## config.mk

```make
export PLATFORM = sky130hd
export DESIGN_NAME = core_test_sequencer
export DESIGN_NICKNAME = d
export VERILOG_FILES = /design/src/rtl/core_tb_pkg.sv /design/src/rtl/core_exp_table.sv /design/src/rtl/core_test_sequencer.sv
export SDC_FILE = /design/constraint.sdc
export NUM_CORES = 1
export LEC_CHECK = 0
export ABC_AREA = 1
export CELL_PAD_IN_SITES_DETAIL_PLACEMENT = 0
export CELL_PAD_IN_SITES_GLOBAL_PLACEMENT = 2
export CORE_MARGIN = 4
export CORE_UTILIZATION = 29
export DETAILED_ROUTE_END_ITERATION = 7
export GPL_TIMING_DRIVEN = 0
export HOLD_SLACK_MARGIN = 0.06
export PLACE_DENSITY_LB_ADDON = 0.05
export SETUP_SLACK_MARGIN = 0.2
export SLEW_MARGIN = 40
export SYNTH_ARGS = -nofsm -noshare
export SYNTH_HDL_FRONTEND = slang
export SYNTH_HIERARCHICAL = 1
export SYNTH_SLANG_ARGS = --single-unit
```

## constraint.sdc

```tcl
create_clock -name clk -period 4.8 [get_ports clk]
set_input_delay 0.72 -clock clk [delete_from_list [all_inputs] [get_ports clk]]
set_output_delay 0.72 -clock clk [all_outputs]
set_load 0.02 [all_outputs]
```

## src/rtl/core_tb_pkg.sv

```systemverilog
// Shared types and parameter defaults for the core test sequencer.
package core_tb_pkg;

  localparam int unsigned XLEN_DEF         = 32;
  localparam int unsigned NREGS_DEF        = 32;
  localparam int unsigned NCHK_DEF         = 8;
  localparam int unsigned RESET_CYCLES_DEF = 4;
  localparam bit          REQUIRE_HALT_DEF = 1'b0;

  typedef enum logic [2:0] {
    ST_IDLE,
    ST_RST_CORE,
    ST_RUN,
    ST_READ,
    ST_CMP,
    ST_DONE
  } seq_state_e;

  function automatic int unsigned clog2_min1(input int unsigned n);
    return (n > 1) ? $clog2(n) : 1;
  endfunction

endpackage

```

## src/rtl/core_exp_table.sv

```systemverilog
// Expectation table: NCHK (register, value) entries with per-slot valid bits.
module core_exp_table
  import core_tb_pkg::*;
#(
  parameter int unsigned XLEN = XLEN_DEF,
  parameter int unsigned RW   = 5,
  parameter int unsigned NCHK = NCHK_DEF,
  parameter int unsigned IW   = 3
) (
  input  logic            clk_i,
  input  logic            rst_i,
  input  logic            we_i,
  input  logic            clr_i,
  input  logic [IW-1:0]   widx_i,
  input  logic [RW-1:0]   wreg_i,
  input  logic [XLEN-1:0] wval_i,
  input  logic [IW-1:0]   ridx_i,
  output logic            rvalid_o,
  output logic [RW-1:0]   rreg_o,
  output logic [XLEN-1:0] rval_o
);

  logic [NCHK-1:0] valid_q;
  logic [RW-1:0]   reg_q [NCHK];
  logic [XLEN-1:0] val_q [NCHK];
  logic            wr_ok;

  assign wr_ok = we_i && (32'(widx_i) < NCHK);

  always_ff @(posedge clk_i) begin
    if (rst_i || clr_i) begin
      valid_q <= '0;
    end else if (wr_ok) begin
      valid_q[widx_i] <= 1'b1;
    end
  end

  // Payload needs no reset: it is only observed through a set valid bit.
  always_ff @(posedge clk_i) begin
    if (wr_ok && !clr_i) begin
      reg_q[widx_i] <= wreg_i;
      val_q[widx_i] <= wval_i;
    end
  end

  assign rvalid_o = valid_q[ridx_i];
  assign rreg_o   = reg_q[ridx_i];
  assign rval_o   = val_q[ridx_i];

endmodule

```

## src/rtl/core_test_sequencer.sv

```systemverilog
// Resets a core, lets it run until halt or a cycle limit, then compares
// selected register-file entries against a programmed expectation table.
module core_test_sequencer
  import core_tb_pkg::*;
#(
  parameter int unsigned XLEN         = XLEN_DEF,
  parameter int unsigned NREGS        = NREGS_DEF,
  parameter int unsigned NCHK         = NCHK_DEF,
  parameter int unsigned RESET_CYCLES = RESET_CYCLES_DEF,
  parameter bit          REQUIRE_HALT = REQUIRE_HALT_DEF,
  localparam int unsigned RW = clog2_min1(NREGS),
  localparam int unsigned CW = $clog2(NCHK + 1),
  localparam int unsigned IW = clog2_min1(NCHK)
) (
  input  logic            clk,
  input  logic            reset,
  input  logic            start,
  input  logic [31:0]     max_cycles,
  input  logic            halt_i,
  output logic            core_reset_o,
  output logic            stall_o,
  input  logic            exp_we_i,
  input  logic [IW-1:0]   exp_idx_i,
  input  logic [RW-1:0]   exp_reg_i,
  input  logic [XLEN-1:0] exp_val_i,
  input  logic            exp_clr_i,
  output logic [RW-1:0]   rf_raddr_o,
  input  logic [XLEN-1:0] rf_rdata_i,
  output logic            mism_valid_o,
  output logic [RW-1:0]   mism_reg_o,
  output logic [XLEN-1:0] mism_exp_o,
  output logic [XLEN-1:0] mism_got_o,
  output logic            done_o,
  output logic            pass_o,
  output logic            timeout_o,
  output logic [CW-1:0]   fail_count_o,
  output logic [CW-1:0]   check_count_o
);

  seq_state_e      state_q, state_d;
  logic [31:0]     rst_cnt_q, rst_cnt_d;
  logic [31:0]     cyc_q, cyc_d;
  logic [31:0]     lim_q, lim_d;
  logic [IW-1:0]   slot_q, slot_d;
  logic [RW-1:0]   raddr_q, raddr_d;
  logic [CW-1:0]   fail_q, fail_d;
  logic [CW-1:0]   chk_q, chk_d;
  logic            timeout_q, timeout_d;
  logic            done_q, done_d;

  logic            tbl_we, tbl_clr;
  logic            rd_valid;
  logic [RW-1:0]   rd_reg;
  logic [XLEN-1:0] rd_val;
  logic [XLEN-1:0] got;
  logic            last_slot;

  core_exp_table #(
    .XLEN (XLEN),
    .RW   (RW),
    .NCHK (NCHK),
    .IW   (IW)
  ) u_table (
    .clk_i    (clk),
    .rst_i    (reset),
    .we_i     (tbl_we),
    .clr_i    (tbl_clr),
    .widx_i   (exp_idx_i),
    .wreg_i   (exp_reg_i),
    .wval_i   (exp_val_i),
    .ridx_i   (slot_q),
    .rvalid_o (rd_valid),
    .rreg_o   (rd_reg),
    .rval_o   (rd_val)
  );

  assign last_slot = (slot_q == IW'(NCHK - 1));

  always_comb begin
    state_d      = state_q;
    rst_cnt_d    = rst_cnt_q;
    cyc_d        = cyc_q;
    lim_d        = lim_q;
    slot_d       = slot_q;
    raddr_d      = raddr_q;
    fail_d       = fail_q;
    chk_d        = chk_q;
    timeout_d    = timeout_q;
    done_d       = done_q;
    core_reset_o = 1'b0;
    stall_o      = 1'b0;
    tbl_we       = 1'b0;
    tbl_clr      = 1'b0;
    rf_raddr_o   = raddr_q;
    mism_valid_o = 1'b0;
    mism_reg_o   = '0;
    mism_exp_o   = '0;
    mism_got_o   = '0;
    got          = '0;

    unique case (state_q)
      ST_IDLE, ST_DONE: begin
        core_reset_o = (state_q == ST_IDLE);
        stall_o      = (state_q == ST_DONE);
        tbl_we       = exp_we_i;
        tbl_clr      = exp_clr_i;
        if (start) begin
          state_d   = ST_RST_CORE;
          rst_cnt_d = '0;
          fail_d    = '0;
          chk_d     = '0;
          timeout_d = 1'b0;
          done_d    = 1'b0;
          lim_d     = (max_cycles == '0) ? 32'd1 : max_cycles;
        end
      end
      ST_RST_CORE: begin
        core_reset_o = 1'b1;
        rst_cnt_d    = rst_cnt_q + 32'd1;
        if (rst_cnt_q == RESET_CYCLES - 1) begin
          state_d = ST_RUN;
          cyc_d   = '0;
        end
      end
      ST_RUN: begin
        cyc_d = cyc_q + 32'd1;
        // Halt is checked first so it wins over a coincident limit.
        if (halt_i) begin
          state_d   = ST_READ;
          timeout_d = 1'b0;
          slot_d    = '0;
        end else if (cyc_q == lim_q - 32'd1) begin
          state_d   = ST_READ;
          timeout_d = 1'b1;
          slot_d    = '0;
        end
      end
      ST_READ: begin
        stall_o = 1'b1;
        if (rd_valid) begin
          rf_raddr_o = rd_reg;
          raddr_d    = rd_reg;
          state_d    = ST_CMP;
        end else if (last_slot) begin
          state_d = ST_DONE;
          done_d  = 1'b1;
        end else begin
          slot_d = slot_q + IW'(1);
        end
      end
      ST_CMP: begin
        stall_o = 1'b1;
        got     = (raddr_q == '0) ? '0 : rf_rdata_i;
        chk_d   = chk_q + CW'(1);
        if (got !== rd_val) begin
          mism_valid_o = 1'b1;
          mism_reg_o   = raddr_q;
          mism_exp_o   = rd_val;
          mism_got_o   = got;
          fail_d       = fail_q + CW'(1);
        end
        if (last_slot) begin
          state_d = ST_DONE;
          done_d  = 1'b1;
        end else begin
          state_d = ST_READ;
          slot_d  = slot_q + IW'(1);
        end
      end
      default: state_d = ST_IDLE;
    endcase
  end

  always_ff @(posedge clk) begin
    if (reset) begin
      state_q   <= ST_IDLE;
      rst_cnt_q <= '0;
      cyc_q     <= '0;
      lim_q     <= 32'd1;
      slot_q    <= '0;
      raddr_q   <= '0;
      fail_q    <= '0;
      chk_q     <= '0;
      timeout_q <= 1'b0;
      done_q    <= 1'b0;
    end else begin
      state_q   <= state_d;
      rst_cnt_q <= rst_cnt_d;
      cyc_q     <= cyc_d;
      lim_q     <= lim_d;
      slot_q    <= slot_d;
      raddr_q   <= raddr_d;
      fail_q    <= fail_d;
      chk_q     <= chk_d;
      timeout_q <= timeout_d;
      done_q    <= done_d;
    end
  end

  assign done_o        = done_q;
  assign timeout_o     = timeout_q;
  assign fail_count_o  = fail_q;
  assign check_count_o = chk_q;
  assign pass_o        = done_q && (fail_q == '0) && !(REQUIRE_HALT && timeout_q);

endmodule

```

==> impl_metrics.env, run 1 <==
export IMPL_outcome="completed"
export IMPL_worstMarginPinSlew_ps=781
export IMPL_synth_top_area_cell="edfxtp_1"
export IMPL_cap_violations=0
export IMPL_dr_pass1_iters=5
export IMPL_grt_max_degree=15
export IMPL_criticalPathCategory="reg2out"
export IMPL_fp_dieArea_um2=78600
export IMPL_dp_slack_ps=-382
export IMPL_synth_edff_count=296
export IMPL_place_congestion=0.786
export IMPL_htreeDepth=2
export IMPL_antenna_found_initial=2
export IMPL_drive_gt1_share_pct=9.00
export IMPL_crit_slowest_cell="dfxtp_1"
export IMPL_synth_area_leaders="edfxtp_1 (41%), nand2_1 (13%), dfxtp_1 (12%), inv_1 (8.3%), nand3_1 (4.7%)"
export IMPL_worst_slack_ps=376
export IMPL_cp_cell_sequence="inv_1, buf_2, clkbuf_4, nand2_1, nand2_1, xor2_2, nand2_1, nor3_2, nand2_1, nor2_1, nand2_2, nand2_4, buf_12, buf_8, nor2_1, dlygate4sd2_1"
export IMPL_cpMostUsedCell="nand2_1"
export IMPL_ir_drop_v=0.000268
export IMPL_arrival_ps=3700
export IMPL_clockBufferDepth=3
export IMPL_io_buffer_count=197
export IMPL_drc=0
export IMPL_synth_cells=2631
export IMPL_grt_overflow_total=0
export IMPL_whs_ps=459
export IMPL_coreArea_um2=73200
export IMPL_clock_latency_ps=610
export IMPL_cts_buffers=53
export IMPL_final_nets=3030
export IMPL_period_needed_ps=4420
export IMPL_yosysUniqueCellTypes=58
export IMPL_hpwl_mm=55.6
export IMPL_die_height_um=280
export IMPL_crit_family="buffers and inverters"
export IMPL_crit_path_end_kind="output pin"
export IMPL_wl_per_cell_um=19.2
export IMPL_via_count=17700
export IMPL_track_usage_pct=18.8
export IMPL_wl_mm=75.1
export IMPL_ys_seq_area_share_pct=52.9
export IMPL_clock_sinks=421
export IMPL_start_util_pct=29.4
export IMPL_synthFlopType="edfxtp_1"
export IMPL_cts_tree="done"
export IMPL_grt_pass1_vias=17000
export IMPL_path_clk_slew_ps=60
export IMPL_crit_required_ps=4080
export IMPL_async_flop_share_pct=0
export IMPL_synth_area_um2=21500
export IMPL_drv_slew=0
export IMPL_finalSetupViolations=0
export IMPL_hold_path_class="reg2reg"
export IMPL_p_leak_nw=11.8
export IMPL_syn_num_nets=2749
export IMPL_timing_final_crit_share_pct=92.2
export IMPL_synth_top_area_share_pct=41.3
export IMPL_path_max_fanout=10
export IMPL_timing_fmax_mhz=226
export IMPL_clock_skew_ps=21.7
export IMPL_clock_root_buffer="clkbuf_16"
export IMPL_avgSynthCellArea_um2=8.18
export IMPL_ioPinCount=198
export IMPL_die_width_um=280
export IMPL_syn_to_final_growth_pct=26.5
export IMPL_slowest_delay_ps=370
export IMPL_setup_tns_ps=0
export IMPL_startpoint_type="flip-flop"
export IMPL_power_density_nw_per_um2=422
export IMPL_path_buf_inv=6
export IMPL_grt_pass1_wl_mm=110
export IMPL_initialDrtViolationCount=1193
export IMPL_finalHoldViolCount=0
export IMPL_final_antenna_net_count=0
export IMPL_vias_per_cell=4.52
export IMPL_slew_headroom_pct=47.9
export IMPL_synth_warnings=6
export IMPL_ys_ff_latch=421
export IMPL_grt_setup_unrepaired="false"
export IMPL_rows=99
routing by layer:
metal  track usage [%]  vias up  part of all wire (%)
li1                  -     8920                     -
met1              27.2     8363                    50
met2              30.1      345                    45
met3              2.69       74                   3.9
met4              3.59        2                   1.6
met5                 0        -                 0.017
power by group:
part | switching (mW) | internal [mW]
registers | 0.193 | 4.13
clock network | 1.62 | 2.29
logic | 2.20 | 1.06
timing repair:
action,in CTS,in global routing
pin swaps,5,3
setup endpoints to repair,70,69
endpoints found under the hold margin,0,0
hold buffers,0,0
resized for setup,129,33
setup buffers,4,3
registers in the layout (all words and copies together) (netlist names), 4 cells and up:
register,count
fail_count_o,4
rst_cnt_q,32
u_table/valid_q,8
raddr_q,5
u_table/reg_q,40
lim_q,32
u_table/val_q,256
check_count_o,4
cyc_q,32
worst min-delay path: cells and delay by family (launching register included):
family                 cells  cell delay, ps
buffers and inverters      1              60
AO/OA/AOI/OAI              1              60
flip-flops                 1             290
worst paths after layout:
check             cells after the start                   end  slack [ps]                from
hold reg to reg                       2    u_table/valid_q[2]         460  u_table/valid_q[2]
setup reg to reg                     13  u_table/val_q[0][11]        1800          state_q[0]
setup / recovery                     16        mism_exp_o[30]         380           slot_q[2]
hold / removal                        2    u_table/valid_q[2]         460  u_table/valid_q[2]
cells in the mapped netlist (6+ instances only):
library cell / count
nor2_1: 234
nand4_1: 29
edfxtp_1: 296
nand2_4: 6
buf_2: 34
buf_4: 10
nand3b_1: 8
inv_1: 474
dfxtp_1: 125
nand2_1: 765
a211oi_1: 24
o21bai_1: 8
nand2_2: 9
o21ai_0: 58
nor2_2: 10
nand3_1: 201
nor3_1: 23
buf_6: 19
a21oi_1: 95
xor2_1: 48
xnor2_1: 20
ha_1: 8
nand3_2: 7
nor2_4: 6
nor4_1: 14
clkbuf_1: 36
kinds of logic after synthesis:
logic type | Yosys count | synth area share [%]
AND/OR/NAND/NOR | 1332 | 26.6
buffers and inverters | 584 | 11.2
flip-flops | 421 | 52.9
AO/OA/AOI/OAI | 216 | 5.81
XOR/XNOR | 70 | 2.92
adder cells (fa/ha/maj) | 8 | 0.465
placed cells by master (no fill, tap or decap), types with 12 or more instances in the layout:
cell,count
buf_2,16
dlygate4sd2_1,68
buf_4,13
clkdlybuf4s50_1,127
buf_8,18
a211oi_1,24
clkbuf_4,12
buf_16,13
inv_1,474
xnor2_1,20
nand4_1,29
buf_6,23
nor4_1,13
dfxtp_1,124
clkbuf_16,54
clkinv_1,16
o21ai_0,58
nand3_1,201
nor2_4,14
nor2_1,225
edfxtp_1,296
clkbuf_1,37
xor2_1,41
nor3_1,21
a21oi_1,95
nand2_1,762
through the flow:
step | std cells | cell area, um^2 | util (%) | power (mW)
after floorplan | 2631 | 21500 | - | 6.31
after global placement | 3787 | 24700 | 33.7 | 7.58
after detailed placement | 3809 | 25200 | 34.5 | 7.64
after CTS | 3913 | 27100 | 37.0 | 11.7
after global routing | 3916 | 27200 | 37.2 | 12.2
final | 3918 | 27200 | 37.2 | 11.5
cell type report:
cell class | count | area [um^2]
multi-input cells | 1626 | 7890
inverters | 481 | 1810
fillers | 7536 | 46000
plain buffers | 103 | 808
well taps | 959 | 1200
clock buffers | 68 | 1410
clock inverters | 32 | 272
diodes | 2 | 5.00
flip-flops and latches | 421 | 11400
repair buffers | 226 | 2420
(Power assumes the default switching activity.)
==> run 2: changes to the inputs <==
--- a/config.mk
+++ b/config.mk
@@ -15,7 +15,6 @@
 export HOLD_SLACK_MARGIN = 0.06
 export PLACE_DENSITY_LB_ADDON = 0.05
 export SETUP_SLACK_MARGIN = 0.2
-export SLEW_MARGIN = 40
 export SYNTH_ARGS = -nofsm -noshare
 export SYNTH_HDL_FRONTEND = slang
 export SYNTH_HIERARCHICAL = 1
==> impl_metrics.env, run 2 (synthesis results as in run 1) <==
export IMPL_wl_per_cell_um=19.2
export IMPL_drive_gt1_share_pct=8.57
export IMPL_grt_max_degree=23
export IMPL_mostFrequentLayoutCells="nand2_1 (761), inv_1 (472), edfxtp_1 (296)"
export IMPL_cts_hold_buf=0
export IMPL_initialDrtViolationCount=1087
export IMPL_crit_family="buffers and inverters"
export IMPL_ir_drop_v=0.000292
export IMPL_design_area_um2=26900
export IMPL_clock_latency_ps=600
export IMPL_start_util_pct=29.4
export IMPL_fp_dieArea_um2=78600
export IMPL_path_clk_slew_ps=60
export IMPL_grt_overflow_total=0
export IMPL_clock_skew_ps=13.5
export IMPL_fin_cells=3901
export IMPL_drc=0
export IMPL_setup_tns_ps=0
export IMPL_hpwl_mm=54.9
export IMPL_grt_pass1_wl_mm=110
export IMPL_top_regs="u_table/val_q: 256 flops, u_table/reg_q: 40 flops"
export IMPL_layout_commonest_cell="nand2_1"
export IMPL_syn_to_final_growth_pct=24.9
export IMPL_worstMarginPinSlew_ps=1140
export IMPL_power_switching_mw=3.98
export IMPL_arrival_ps=3750
export IMPL_p_int_mw=7.36
export IMPL_timing_final_crit_share_pct=93.0
export IMPL_path_buf_inv=7
export IMPL_ioPinCount=198
export IMPL_timing_fmax_mhz=224
export IMPL_crit_required_ps=4080
export IMPL_cpMostUsedCell="nand2_1"
export IMPL_die_width_um=280
export IMPL_finalSetupViolations=0
export IMPL_power_frac_comb_pct=28.4
export IMPL_die_height_um=280
export IMPL_p_total_mw=11.3
export IMPL_outcome="completed"
export IMPL_cts_tree="done"
export IMPL_antenna_found_initial=2
export IMPL_dp_slack_ps=-396
export IMPL_clock_sinks=421
export IMPL_drv_slew=0
export IMPL_final_antenna_net_count=0
export IMPL_criticalPathCategory="reg2out"
export IMPL_dr_pass1_iters=8
export IMPL_worst_slack_ps=334
export IMPL_whs_ps=462
export IMPL_grt_pass1_vias=17000
export IMPL_cap_violations=0
export IMPL_io_buffer_count=197
export IMPL_finalHoldViolCount=0
export IMPL_cp_cell_sequence="clkbuf_4, inv_4, buf_8, buf_8, nand3_1, nand2_1, nand2_1, nand2_2, xor2_4, nand2_1, nor3_2, nand2_1, nor2_1, nand2_2, nand2_4, buf_12, buf_8, nor2_1, dlygate4sd2_1"
export IMPL_crit_slowest_cell="dfxtp_1"
export IMPL_dpl_instance_area_um2=25000
export IMPL_vias_per_cell=4.49
export IMPL_clock_root_buffer="clkbuf_16"
export IMPL_hold_path_class="reg2reg"
export IMPL_place_inst=3797
export IMPL_postLayoutCoreUtil_pct=36.7
export IMPL_slowest_delay_ps=330
export IMPL_via_count=17500
export IMPL_multi_input_area_um2=7890
export IMPL_crit_path_end_kind="output pin"
export IMPL_period_needed_ps=4470
export IMPL_path_max_fanout=10
export IMPL_clockBufferDepth=3
export IMPL_final_seq_area_um2=11400
export IMPL_clkPwrFrac_pct=33.5
export IMPL_rows=99
export IMPL_final_nets=3017
export IMPL_largest_reg_flops=256
export IMPL_p_leak_nw=11.6
export IMPL_cts_buffers=53
export IMPL_htreeDepth=2
export IMPL_wl_mm=75.1
export IMPL_coreArea_um2=73200
export IMPL_regMostFlops="u_table/val_q"
export IMPL_place_congestion=0.786
export IMPL_grt_setup_unrepaired="true"
export IMPL_power_density_nw_per_um2=422
export IMPL_p_sw_share_pct=35.1
export IMPL_track_usage_pct=18.7
export IMPL_startpoint_type="flip-flop"
export IMPL_slew_headroom_pct=23.5
export IMPL_seq_power_share_pct=38.1
export IMPL_fillers=7619
## run 2: cell count changes in the layout (fill, tap and decap cells not counted), moves of 3 or more
cell / before / now
dlygate4sd2_1: 68 / 55
buf_8: 18 / 10
buf_6: 23 / 19
buf_16: 13 / 3
buf_4: 13 / 19
clkbuf_1: 37 / 40
clkdlybuf4s15_1: 0 / 9
buf_12: 3 / 10
clkbuf_4: 12 / 8
## run 2: worst paths after layout
path | startpoint | end | slack (ps) | depth (start not counted)
setup / recovery | slot_q[1] | mism_exp_o[28] | 330 | 19
hold / removal | u_table/valid_q[6] | u_table/valid_q[6] | 460 | 2
hold reg to reg | u_table/valid_q[6] | u_table/valid_q[6] | 460 | 2
setup reg to reg | slot_q[1] | fail_count_o[2] | 1630 | 20
## run 2: repair_timing
item                                    in CTS  in global routing
endpoints found under the setup margin      70                 61
buffers inserted                             4                  2
pin swaps                                    4                  6
gates resized for setup                    136                 43
## run 2: power groups by stage
stage               Sequential, mW  Combinational [mW]  Clock [mW]
global route                  4.36                3.59        4.08
floorplan                     4.35                1.95           0
detailed placement            4.40                3.21           0
CTS                           4.33                3.25        3.93
finish                        4.33                3.22        3.79
global placement              4.42                3.16           0
## run 2: routing by layer
| metal | up-vias | global-route usage (%) | share of wire (%) |
|---|---|---|---|
| li1 | 8878 | - | - |
| met1 | 8283 | 27.0 | 50 |
| met2 | 295 | 30.1 | 45 |
| met3 | 58 | 2.95 | 3.9 |
| met4 | 2 | 2.94 | 1.2 |
| met5 | - | 0 | 0.017 |
## run 2: worst reg2reg max path, cell delays in order (launching register included)
cell and delay (ps):
dfxtp_1 330, clkbuf_4 200, inv_4 120, buf_8 180, buf_8 180, nand3_1 100
nand2_1 60, nand2_1 50, nand2_2 140, xor2_4 270, nand2_1 110, nor3_2 150
nand2_1 70, nor2_1 130, nand2_2 160, nand2_4 140, buf_12 160, buf_4 140
buf_4 150, nand3_2 80, a21oi_2 150
## run 2: cell type report
| cell class | count | share of cell area, % |
|---|---|---|
| Sequential cell | 421 | 42.4 |
| Multi-Input combinational cell | 1626 | 29.4 |
| Timing Repair Buffer | 213 | 7.97 |
| Inverter | 481 | 6.74 |
| Clock buffer | 65 | 5.10 |
| Tap cell | 959 | 4.47 |
| Buffer | 103 | 2.96 |
| Clock inverter | 32 | 0.996 |
| Antenna cell | 1 | 0.00931 |
